==> config.mk <==
export PLATFORM = sky130hd
export DESIGN_NAME = reg_decoder
export DESIGN_NICKNAME = d
export VERILOG_FILES = /design/src/rtl/reg_decoder.sv
export SDC_FILE = /design/constraint.sdc
export NUM_CORES = 1
export LEC_CHECK = 0
export CORE_MARGIN = 2
export CORE_UTILIZATION = 30
export CTS_CLUSTER_SIZE = 40
export DETAILED_ROUTE_END_ITERATION = 16
export GPL_ROUTABILITY_DRIVEN = 0
export GPL_TIMING_DRIVEN = 0
export PLACE_DENSITY = 0.6
export SLEW_MARGIN = 10
export SYNTH_ARGS = -nofsm -noshare
export SYNTH_HDL_FRONTEND = slang
export SYNTH_SLANG_ARGS = --single-unit
==> constraint.sdc <==
create_clock -name clk -period 3.3 [get_ports clk]
set_input_delay 0.495 -clock clk [delete_from_list [all_inputs] [get_ports clk]]
set_output_delay 0.495 -clock clk [all_outputs]
set_load 0.02 [all_outputs]
==> src/rtl/reg_decoder.sv <==
// reg_decoder: registered one-hot decoder with a self-timed sweep mode.
// IDLE decodes sel (when enable) into d; clear_req starts a sweep that walks
// a single set bit across every output, then pulses clear_done for one cycle.
// Optional feature: define REG_DECODER_ZERO_MASK_EN to force d[ZERO_IDX] to 0.
module reg_decoder #(
  parameter  int SEL_W    = 5,
  parameter  int ZERO_IDX = 31,
  localparam int OUT_W    = 2**SEL_W
) (
  input  logic             clk,
  input  logic             reset,
  input  logic [SEL_W-1:0] sel,
  input  logic             enable,
  input  logic             clear_req,
  output logic [OUT_W-1:0] d,
  output logic             busy,
  output logic             clear_done
);

  typedef enum logic [1:0] {IDLE, SWEEP, DONE} state_t;

`ifdef REG_DECODER_ZERO_MASK_EN
  localparam bit MASK_EN = 1'b1;
`else
  localparam bit MASK_EN = 1'b0;
`endif

  // Out-of-range ZERO_IDX masks nothing rather than aliasing onto a real bit.
  localparam logic [OUT_W-1:0] ZMASK =
    (MASK_EN && ZERO_IDX >= 0 && ZERO_IDX < OUT_W) ? (OUT_W'(1) << ZERO_IDX) : '0;

  state_t             state_q, state_d;
  logic [SEL_W-1:0]   cnt_q, cnt_d;
  logic [OUT_W-1:0]   d_q, d_d;
  logic               clear_done_q, clear_done_d;
  logic               dec_vld;
  logic [SEL_W-1:0]   dec_idx;

  // Next-state, sweep counter and the index to decode on the coming edge.
  always_comb begin
    state_d      = state_q;
    cnt_d        = cnt_q;
    clear_done_d = 1'b0;
    dec_vld      = 1'b0;
    dec_idx      = '0;
    unique case (state_q)
      IDLE: begin
        if (clear_req) begin
          // Sweep start wins over a same-cycle decode request.
          state_d = SWEEP;
          cnt_d   = '0;
          dec_vld = 1'b1;
        end else if (enable) begin
          dec_vld = 1'b1;
          dec_idx = sel;
        end
      end
      SWEEP: begin
        if (cnt_q == {SEL_W{1'b1}}) begin
          // Terminal count: clear outputs and let the counter fall back to 0.
          state_d      = DONE;
          cnt_d        = '0;
          clear_done_d = 1'b1;
        end else begin
          cnt_d   = cnt_q + 1'b1;
          dec_vld = 1'b1;
          dec_idx = cnt_q + 1'b1;
        end
      end
      DONE: begin
        state_d = IDLE;
      end
      default: begin
        state_d = IDLE;
        cnt_d   = '0;
      end
    endcase
  end

  // One-hot expansion of the chosen index, with the optional hardwired-zero bit.
  always_comb begin
    d_d = ({{(OUT_W-1){1'b0}}, dec_vld} << dec_idx) & ~ZMASK;
  end

  // State, counter and output registers; reset clears everything immediately.
  always_ff @(posedge clk or posedge reset) begin
    if (reset) begin
      state_q      <= IDLE;
      cnt_q        <= '0;
      d_q          <= '0;
      clear_done_q <= 1'b0;
    end else begin
      state_q      <= state_d;
      cnt_q        <= cnt_d;
      d_q          <= d_d;
      clear_done_q <= clear_done_d;
    end
  end

  assign d          = d_q;
  assign clear_done = clear_done_q;
  assign busy       = (state_q != IDLE);

endmodule

==> results of run 1 <==
-- flip-flops by register name, indices dropped and copies added (netlist names) --
register and cells:
clear_done 1, d 32, cnt_q 5, state_q 2
-- routing by layer --
| layer | track usage | vias to the layer above | wire length, um |
|---|---|---|---|
| met3 | 0.0391 | 6 | 189 |
| li1 | - | 567 | - |
| met2 | 0.191 | 38 | 1570 |
| met4 | 0.0526 | 0 | 68 |
| met5 | 0 | - | 0 |
| met1 | 0.147 | 544 | 1480 |
-- kinds of logic (layout without fill, tap and decap cells) --
logic type                 count (synthesis)  count (layout)  synth area share
AOI/OAI and AO/OA                         17              17            0.0702
xor gates and xnor gates                   2               2            0.0106
adders and majority gates                  2               2            0.0151
buffers and inverters                     11              61            0.0400
DFF                                       40              40             0.604
and+or+nand+nor                           63              63             0.260
-- synthesized netlist by cell type (all sizes together) (2+ instances only) --
| library cell | count | share of area |
|---|---|---|
| dfrtp | 40 | 0.60 |
| nor3 | 32 | 0.15 |
| nand2 | 14 | 0.032 |
| buf | 7 | 0.031 |
| o21ai | 7 | 0.023 |
| a21oi | 3 | 0.0091 |
| and3 | 3 | 0.011 |
| inv | 3 | 0.0068 |
| a21o | 2 | 0.0091 |
| ha | 2 | 0.015 |
| nand4bb | 2 | 0.014 |
| or2 | 2 | 0.0091 |
| xor2 | 2 | 0.011 |
-- final timing paths --
kind                                from       end  slack [ps]  depth (start not counted)
worst max-delay path            cnt_q[0]     d[16]         790                          8
min in group asynchronous          reset     d[15]         680                          2
worst min register to register  cnt_q[4]  cnt_q[4]         530                          2
max in group asynchronous          reset      d[4]        2130                          2
worst min-delay path            cnt_q[4]  cnt_q[4]         530                          2
worst max register to register  cnt_q[0]     d[16]         790                          8
-- final cells by class --
| class | instances | area (um^2) |
|---|---|---|
| Inverter | 3 | 11.3 |
| Buffer | 8 | 55.1 |
| Fill cell | 522 | 3130 |
| Tap cell | 72 | 90.1 |
| Sequential cell | 40 | 1000 |
| Clock buffer | 5 | 68.8 |
| Multi-Input combinational cell | 84 | 589 |
| Timing Repair Buffer | 42 | 420 |
| Clock inverter | 3 | 42.5 |
-- stage by stage --
| stage | worst slack [ps] | area (um^2) |
|---|---|---|
| 6_report | 787 | 2280 |
| 5_1_grt | 642 | 2280 |
| 4_1_cts | 777 | 2280 |
| 3_5_place_dp | 790 | 2170 |
| 3_3_place_gp | 781 | 2170 |
| 2_1_floorplan | 1060 | 1660 |
-- worst max-delay path, cell delays in order (launching register included) --
cell     delay (ps)
dfrtp_1         440
ha_1            240
and3_1          200
ha_1            240
or3b_1          370
buf_2           170
o21ai_2         370
buf_4           270
nor3_1           80
-- power groups by stage --
stage | clock (mW) | sequential, mW | combinational [mW]
2_1_floorplan | 0 | 0.759 | 0.716
5_1_grt | 0.424 | 0.676 | 1.26
3_5_place_dp | 0 | 0.670 | 1.16
4_1_cts | 0.402 | 0.660 | 1.17
3_3_place_gp | 0 | 0.668 | 1.15
6_report | 0.395 | 0.658 | 1.15
==> flow_summary.json, run 1 <==
{
  "outcome": "completed",
  "clk_pin_slew_ps": 80,
  "final-max-slew-violation-count": 0,
  "vias_per_cell": 4.49,
  "hold_viol": 0,
  "synthCells": 135,
  "worstMarginPinSlew_ps": 793,
  "synth_cell_type_count": 35,
  "instances_no_fill": 257,
  "h-tree-depth": 2,
  "yosys_most_used_dff": "dfrtp_1",
  "synth_seq_area_share": 0.604,
  "min_period_ps": 2510,
  "p_int_mw": 1.25,
  "ys_async_sr_fraction": 1.00,
  "synth-edff-count": 0,
  "whs_ps": 531,
  "first_iter_violations": 79,
  "syn_area_um2": 1660,
  "endpoint_kind": "register",
  "total_power_mw": 2.20,
  "cap_viol_max_count": 0,
  "fin_tns_setup_ps": 0,
  "cp.required_ps": 3470,
  "p_leak_nw": 0.966,
  "powerDensity_nw_per_um2": 968,
  "dp.cells": 249,
  "ys_seq_elements": 40,
  "hpwl_mm": 2.39,
  "cts_tree": "done",
  "drt_pre_antenna_iters": 4,
  "wl_per_cell_um": 12.9,
  "num_antenna_cells": 0,
  "antenna_found_initial": 0,
  "cts_buffer_depth": 2,
  "grt_pass1_wl_mm": 5.55,
  "core_area_um2": 5410,
  "grtUsageTotal": 0.119,
  "grt_start_max_net_pins": 41,
  "ant_nets": 0,
  "cp-start-kind": "register",
  "finalCritPeriodShare": 0.761,
  "drive_above_1_share": 0.211,
  "overflow": 0,
  "ir_drop_v": 0.000309,
  "grt_pass1_vias": 1138,
  "fmax_mhz": 398,
  "fin_util": 0.422,
  "initial_core_util": 0.306,
  "wirelength_mm": 3.30,
  "critical_path_arrival_ps": 2680,
  "cts_buffers": 5,
  "fin_skew_ps": 2.86,
  "post_cts_buffers": 0,
  "dieArea_um2": 6130,
  "port_buffers": 42,
  "die_h_um": 78.3,
  "worstSetupPathType": "register to register",
  "cts_resized": 0,
  "layout_commonest_cell": "clkdlybuf4s50_1",
  "clkPwrFrac": 0.179,
  "rsz0062_at_grt": "false",
  "synthesis.nets": 146,
  "num_rows": 27,
  "hold_class": "register to register",
  "die_x_um": 78.3,
  "power_switching_share": 0.432,
  "insertion_delay_ps": 290,
  "combinationalPowerShare": 0.522,
  "slew_headroom": 0.470,
  "area_growth_syn_to_layout_pct": 37.5,
  "switching_power_uw": 951,
  "root_buffer": "clkbuf_8",
  "dr_total_vias": 1155,
  "seq_power_share": 0.299,
  "yosysWarnings": 0,
  "final-setup-viol-count": 0,
  "cts_hold_buf": 0,
  "cts_sinks": 40,
  "drc_errors": 0,
  "avgSynthCellArea_um2": 12.3,
  "nNetsFinal": 195,
  "most-common-layout-cells": "42 x clkdlybuf4s50_1, 40 x dfrtp_1, 16 x nor3_2, 16 x nor3_1, 14 x nand2_1",
  "io-pin-count": 43,
  "worstPathMaxFanout": 10
}
Note: power is estimated with default switching activity, not from simulation.
==> run 2, diff against run 1 <==
- clock period: 3.3 -> 2.33 ns (I/O delays scaled with it)
==> flow_summary.json, run 2 (synthesized netlist as in run 1, its figures left out) <==
{
  "reg2reg_slack_ps": 50,
  "grt_pass1_wl_mm": 5.58,
  "grt_busiest_layer": "met2",
  "final-max-slew-violation-count": 0,
  "overflow": 0,
  "final-setup-viol-count": 0,
  "ir_drop_v": 0.000468,
  "die_x_um": 78.3,
  "clk_pin_slew_ps": 70,
  "cts_tree": "done",
  "cp-startpoint": "cnt_q[1]",
  "fin_tns_setup_ps": 0,
  "die_h_um": 78.3,
  "endpoint_kind": "register",
  "design_area_um2": 2360,
  "seq_area_um2": 1000,
  "slew_headroom": 0.469,
  "min_period_ps": 2280,
  "num_antenna_cells": 0,
  "grtUsageMet3": 0.0391,
  "r2r_cells": 9,
  "fin_util": 0.436,
  "finalCritPeriodShare": 0.980,
  "layout_commonest_cell": "clkdlybuf4s50_1",
  "most-common-layout-cells": "42 x clkdlybuf4s50_1, 40 x dfrtp_1, 18 x nor3_2",
  "place_area_um2": 2170,
  "vias_per_cell": 4.54,
  "grt_start_max_net_pins": 41,
  "powerDensity_nw_per_um2": 1390,
  "r2r-start": "cnt_q[1]",
  "cp-start-kind": "register",
  "drive_above_1_share": 0.257,
  "p_leak_nw": 0.986,
  "h-tree-depth": 2,
  "io-pin-count": 43,
  "ant_nets": 0,
  "port_buffers": 42,
  "first_iter_violations": 77,
  "use_met2": 0.193,
  "initial_core_util": 0.306,
  "area_growth_syn_to_layout_pct": 42.4,
  "cts_hold_buf": 0,
  "cts_buffer_depth": 2,
  "grt_pass1_vias": 1148,
  "insertion_delay_ps": 290,
  "cap_viol_max_count": 0,
  "gr-usage-met1": 0.147,
  "slowest_delay_ps": 400,
  "core_area_um2": 5410,
  "drt_pre_antenna_iters": 4,
  "fillers": 513,
  "crit_chain": "ha_2, and3_4, ha_4, or3b_1, buf_6, a2bb2oi_1, or2_1, buf_6, nor3_2",
  "fin_skew_ps": 3.94,
  "dieArea_um2": 6130,
  "worstSetupPathType": "register to register",
  "whs_ps": 532,
  "wl_per_cell_um": 13.1,
  "dr_total_vias": 1176,
  "slowest_stage": "dfrtp_1",
  "worstSetupEndpoint": "d[13]",
  "multi_input_area_um2": 641,
  "r2r-end": "d[13]",
  "antenna_found_initial": 0,
  "worstPathMaxFanout": 8,
  "cts_sinks": 40,
  "outcome": "completed",
  "critPathMostFrequentCell": "buf_6",
  "worstMarginPinSlew_ps": 795,
  "root_buffer": "clkbuf_8",
  "hold_class": "input port to async pin",
  "wirelength_mm": 3.38,
  "nNetsFinal": 197,
  "largest_register_ff_count": 32,
  "grtUsageTotal": 0.120,
  "cp.required_ps": 2540,
  "hold_viol": 0,
  "drc_errors": 0,
  "hpwl_mm": 2.39,
  "num_rows": 27,
  "fmax_mhz": 438,
  "critical_path_arrival_ps": 2490,
  "cts_buffers": 5
}
## run 2: timing repair
| item | 4_1_cts | 5_1_grt |
|---|---|---|
| endpoints found under the hold margin | 0 | 0 |
| resized for setup | 4 | 9 |
| buffers inserted | 2 | 1 |
| pin swaps | 0 | 1 |
| endpoints found under the setup margin | 31 | 30 |
## run 2: area by class of cell
| type | count | share of cell area |
|---|---|---|
| Buffer | 7 | 0.0260 |
| Clock inverter | 3 | 0.0180 |
| Inverter | 3 | 0.00477 |
| Timing Repair Buffer | 45 | 0.188 |
| Sequential cell | 40 | 0.424 |
| Clock buffer | 5 | 0.0292 |
| Tap cell | 72 | 0.0382 |
| Multi-Input combinational cell | 84 | 0.272 |
## run 2: how the worst min path moves through the flow
| stage | end | slack, ps | cells past startpoint | startpoint |
|---|---|---|---|---|
| after detailed placement | cnt_q[3] | 510 | 1 | cnt_q[3] |
| after global placement | cnt_q[4] | 480 | 2 | cnt_q[4] |
| after CTS | cnt_q[3] | 530 | 1 | cnt_q[3] |
| after global routing | cnt_q[3] | 560 | 1 | cnt_q[3] |
| final | d[15] | 530 | 2 | reset |
| after floorplan | cnt_q[4] | 460 | 2 | cnt_q[4] |
## run 2: per-layer routing
| layer | wire [um] | part of all wire |
|---|---|---|
| met1 | 1470 | 0.43 |
| met5 | 0 | 0 |
| met4 | 96 | 0.028 |
| met3 | 199 | 0.059 |
| met2 | 1620 | 0.48 |
## run 2: through the flow
stage / total power, mW / std cells / worst slack, ps
floorplan: 2.09 / 135 / 88.1
global placement: 2.58 / 249 / -189
detailed placement: 2.59 / 249 / -180
CTS: 3.21 / 258 / 5.06
global route: 3.48 / 259 / -13.1
finish: 3.27 / 259 / 47.3
## run 2: where the power goes
group          internal, mW  leakage [nW]  switching, mW
clock                 0.317        0.0541          0.241
combinational         0.691         0.389           1.10
sequential            0.855         0.543         0.0738
## run 2: critical path: cells and delay by family (launching register included)
kind / cells / cell delay [ps]
AO/OA/AOI/OAI: 1 / 130
adder cells (fa/ha/maj): 2 / 370
AND/OR/NAND/NOR: 4 / 1010
flip-flops: 1 / 400
buffers and inverters: 2 / 300
==> run 3, diff against run 2 <==
- CAP_MARGIN: unset -> 25
- CORE_UTILIZATION: 30 -> 40
- PLACE_DENSITY: 0.6 -> 0.76
- clock period: 2.33 -> 1.85 ns (I/O delays scaled with it)
==> flow_summary.json, run 3 (synthesized netlist as in run 1, its figures left out) <==
{
  "outcome": "complete, but fails checks",
  "violations": "negative setup slack",
  "final-max-slew-violation-count": 0,
  "area_growth_syn_to_layout_pct": 57.5,
  "final-setup-viol-count": 32,
  "total_power_mw": 5.00,
  "wirelength_mm": 3.89,
  "grt_pass1_wl_mm": 5.85,
  "largest_register_ff_count": 32,
  "whs_ps": 451,
  "cts_buffers": 5,
  "clk_pin_slew_ps": 80,
  "overflow": 0,
  "ir_drop_v": 0.00129,
  "p_leak_nw": 1.13,
  "io-pin-count": 43,
  "endpoint_kind": "register",
  "antenna_found_initial": 0,
  "grt_pass1_vias": 1199,
  "critical_path_arrival_ps": 2400,
  "hold_class": "input port to async pin",
  "instances_no_fill": 247,
  "worstPathMaxFanout": 8,
  "grtUsageTotal": 0.177,
  "slew_headroom": 0.479,
  "die_h_um": 68.4,
  "cp.required_ps": 2060,
  "root_buffer": "clkbuf_8",
  "hpwl_mm": 2.45,
  "die_x_um": 68.4,
  "initial_core_util": 0.414,
  "port_buffers": 42,
  "dr_total_vias": 1267,
  "powerDensity_nw_per_um2": 1920,
  "drt_pre_antenna_iters": 4,
  "grtUsageMet3": 0.0493,
  "nNetsFinal": 207,
  "min_period_ps": 2180,
  "grt_busiest_layer": "met2",
  "worstMarginPinSlew_ps": 781,
  "cp-start-kind": "register",
  "first_iter_violations": 45,
  "ant_nets": 0,
  "layout_commonest_cell": "clkdlybuf4s50_1",
  "grt_start_max_net_pins": 41,
  "finalCritPeriodShare": 1.18,
  "dieArea_um2": 4670,
  "use_met2": 0.288,
  "fillers": 277,
  "cts_buffer_depth": 2,
  "dp.cells": 227,
  "insertion_delay_ps": 290,
  "fin_tns_setup_ps": -8640,
  "seq_area_um2": 1000,
  "rsz0062_at_grt": "true",
  "cts_sinks": 40,
  "h-tree-depth": 2,
  "worst_slack_ps": -334,
  "num_antenna_cells": 0,
  "fmax_mhz": 458,
  "drive_above_1_share": 0.376,
  "cts_tree": "done",
  "hold_viol": 0,
  "cap_viol_max_count": 0,
  "num_rows": 23,
  "most-common-layout-cells": "41 x clkdlybuf4s50_1, 40 x dfrtp_1, 17 x nor3_2",
  "vias_per_cell": 5.13,
  "core_area_um2": 4000,
  "fin_skew_ps": 7.39,
  "worstSetupPathType": "register to register",
  "drc_errors": 0,
  "multi_input_area_um2": 805,
  "wl_per_cell_um": 15.7,
  "gr-usage-met1": 0.217
}
run 3: cell count changes in the layout (fill, tap and decap cells not counted), moves of 2 or more:
| cell | change |
|---|---|
| buf_6 | +3 |
| nor3_4 | +13 |
| nor3_1 | -12 |
| nand2_2 | +2 |
| nand2_1 | -2 |
| buf_4 | +3 |
| buf_8 | +2 |
run 3: area by class of cell:
class                   instances  area share
flip-flops and latches         40       0.384
multi-input cells              84       0.308
repair buffers                 56       0.221
clock buffers                   5      0.0264
plain buffers                   6      0.0249
well taps                      50      0.0240
clock inverters                 3     0.00719
inverters                       3     0.00432
run 3: worst paths after layout:
path | from | endpoint | slack (ps) | depth (start not counted)
setup / recovery | cnt_q[0] | d[13] | -330 | 9
hold / removal | reset | d[7] | 450 | 2
setup reg to reg | cnt_q[0] | d[13] | -330 | 9
hold reg to reg | cnt_q[1] | cnt_q[1] | 550 | 2
max in group asynchronous | reset | d[20] | 900 | 2
min in group clk | cnt_q[1] | cnt_q[1] | 550 | 2
run 3: layer usage:
layer / wire length, um / vias up / part of all wire
met1: 1680 / 619 / 0.43
met2: 1950 / 42 / 0.50
met3: 193 / 7 / 0.050
met4: 65 / 0 / 0.017
met5: 0 / - / 0
li1: - / 599 / -
run 3: power by group:
| group | switching, mW | leakage, nW | internal (mW) | total [mW] |
|---|---|---|---|---|
| combinational | 1.92 | 0.539 | 1.33 | 3.26 |
| clock | 0.305 | 0.0479 | 0.263 | 0.568 |
| sequential | 0.0993 | 0.543 | 1.08 | 1.18 |
| total | 2.33 | 1.13 | 2.67 | 5.00 |
run 3: what timing repair did:
item | CTS | global route
gates cloned | 1 | 1
resized for setup | 20 | 17
hold buffers | 0 | 0
setup endpoints to repair | 34 | 34
buffers inserted | 8 | 4
pin swaps | 15 | 14
run 3: critical path: stages (launching register included):
cell	delay [ps]
dfrtp_1	400
ha_2	200
and3_4	180
ha_4	170
or3b_1	360
buf_6	150
a2bb2oi_2	130
or2_1	250
buf_6	150
nor3_4	100
run 3: per-stage QoR:
step	worst slack (ps)	utilization	cell area [um^2]
floorplan	-244	-	1740
global placement	-377	0.555	2220
detailed placement	-427	0.555	2220
CTS	-329	0.615	2460
global route	-430	0.652	2610
finish	-334	0.652	2610
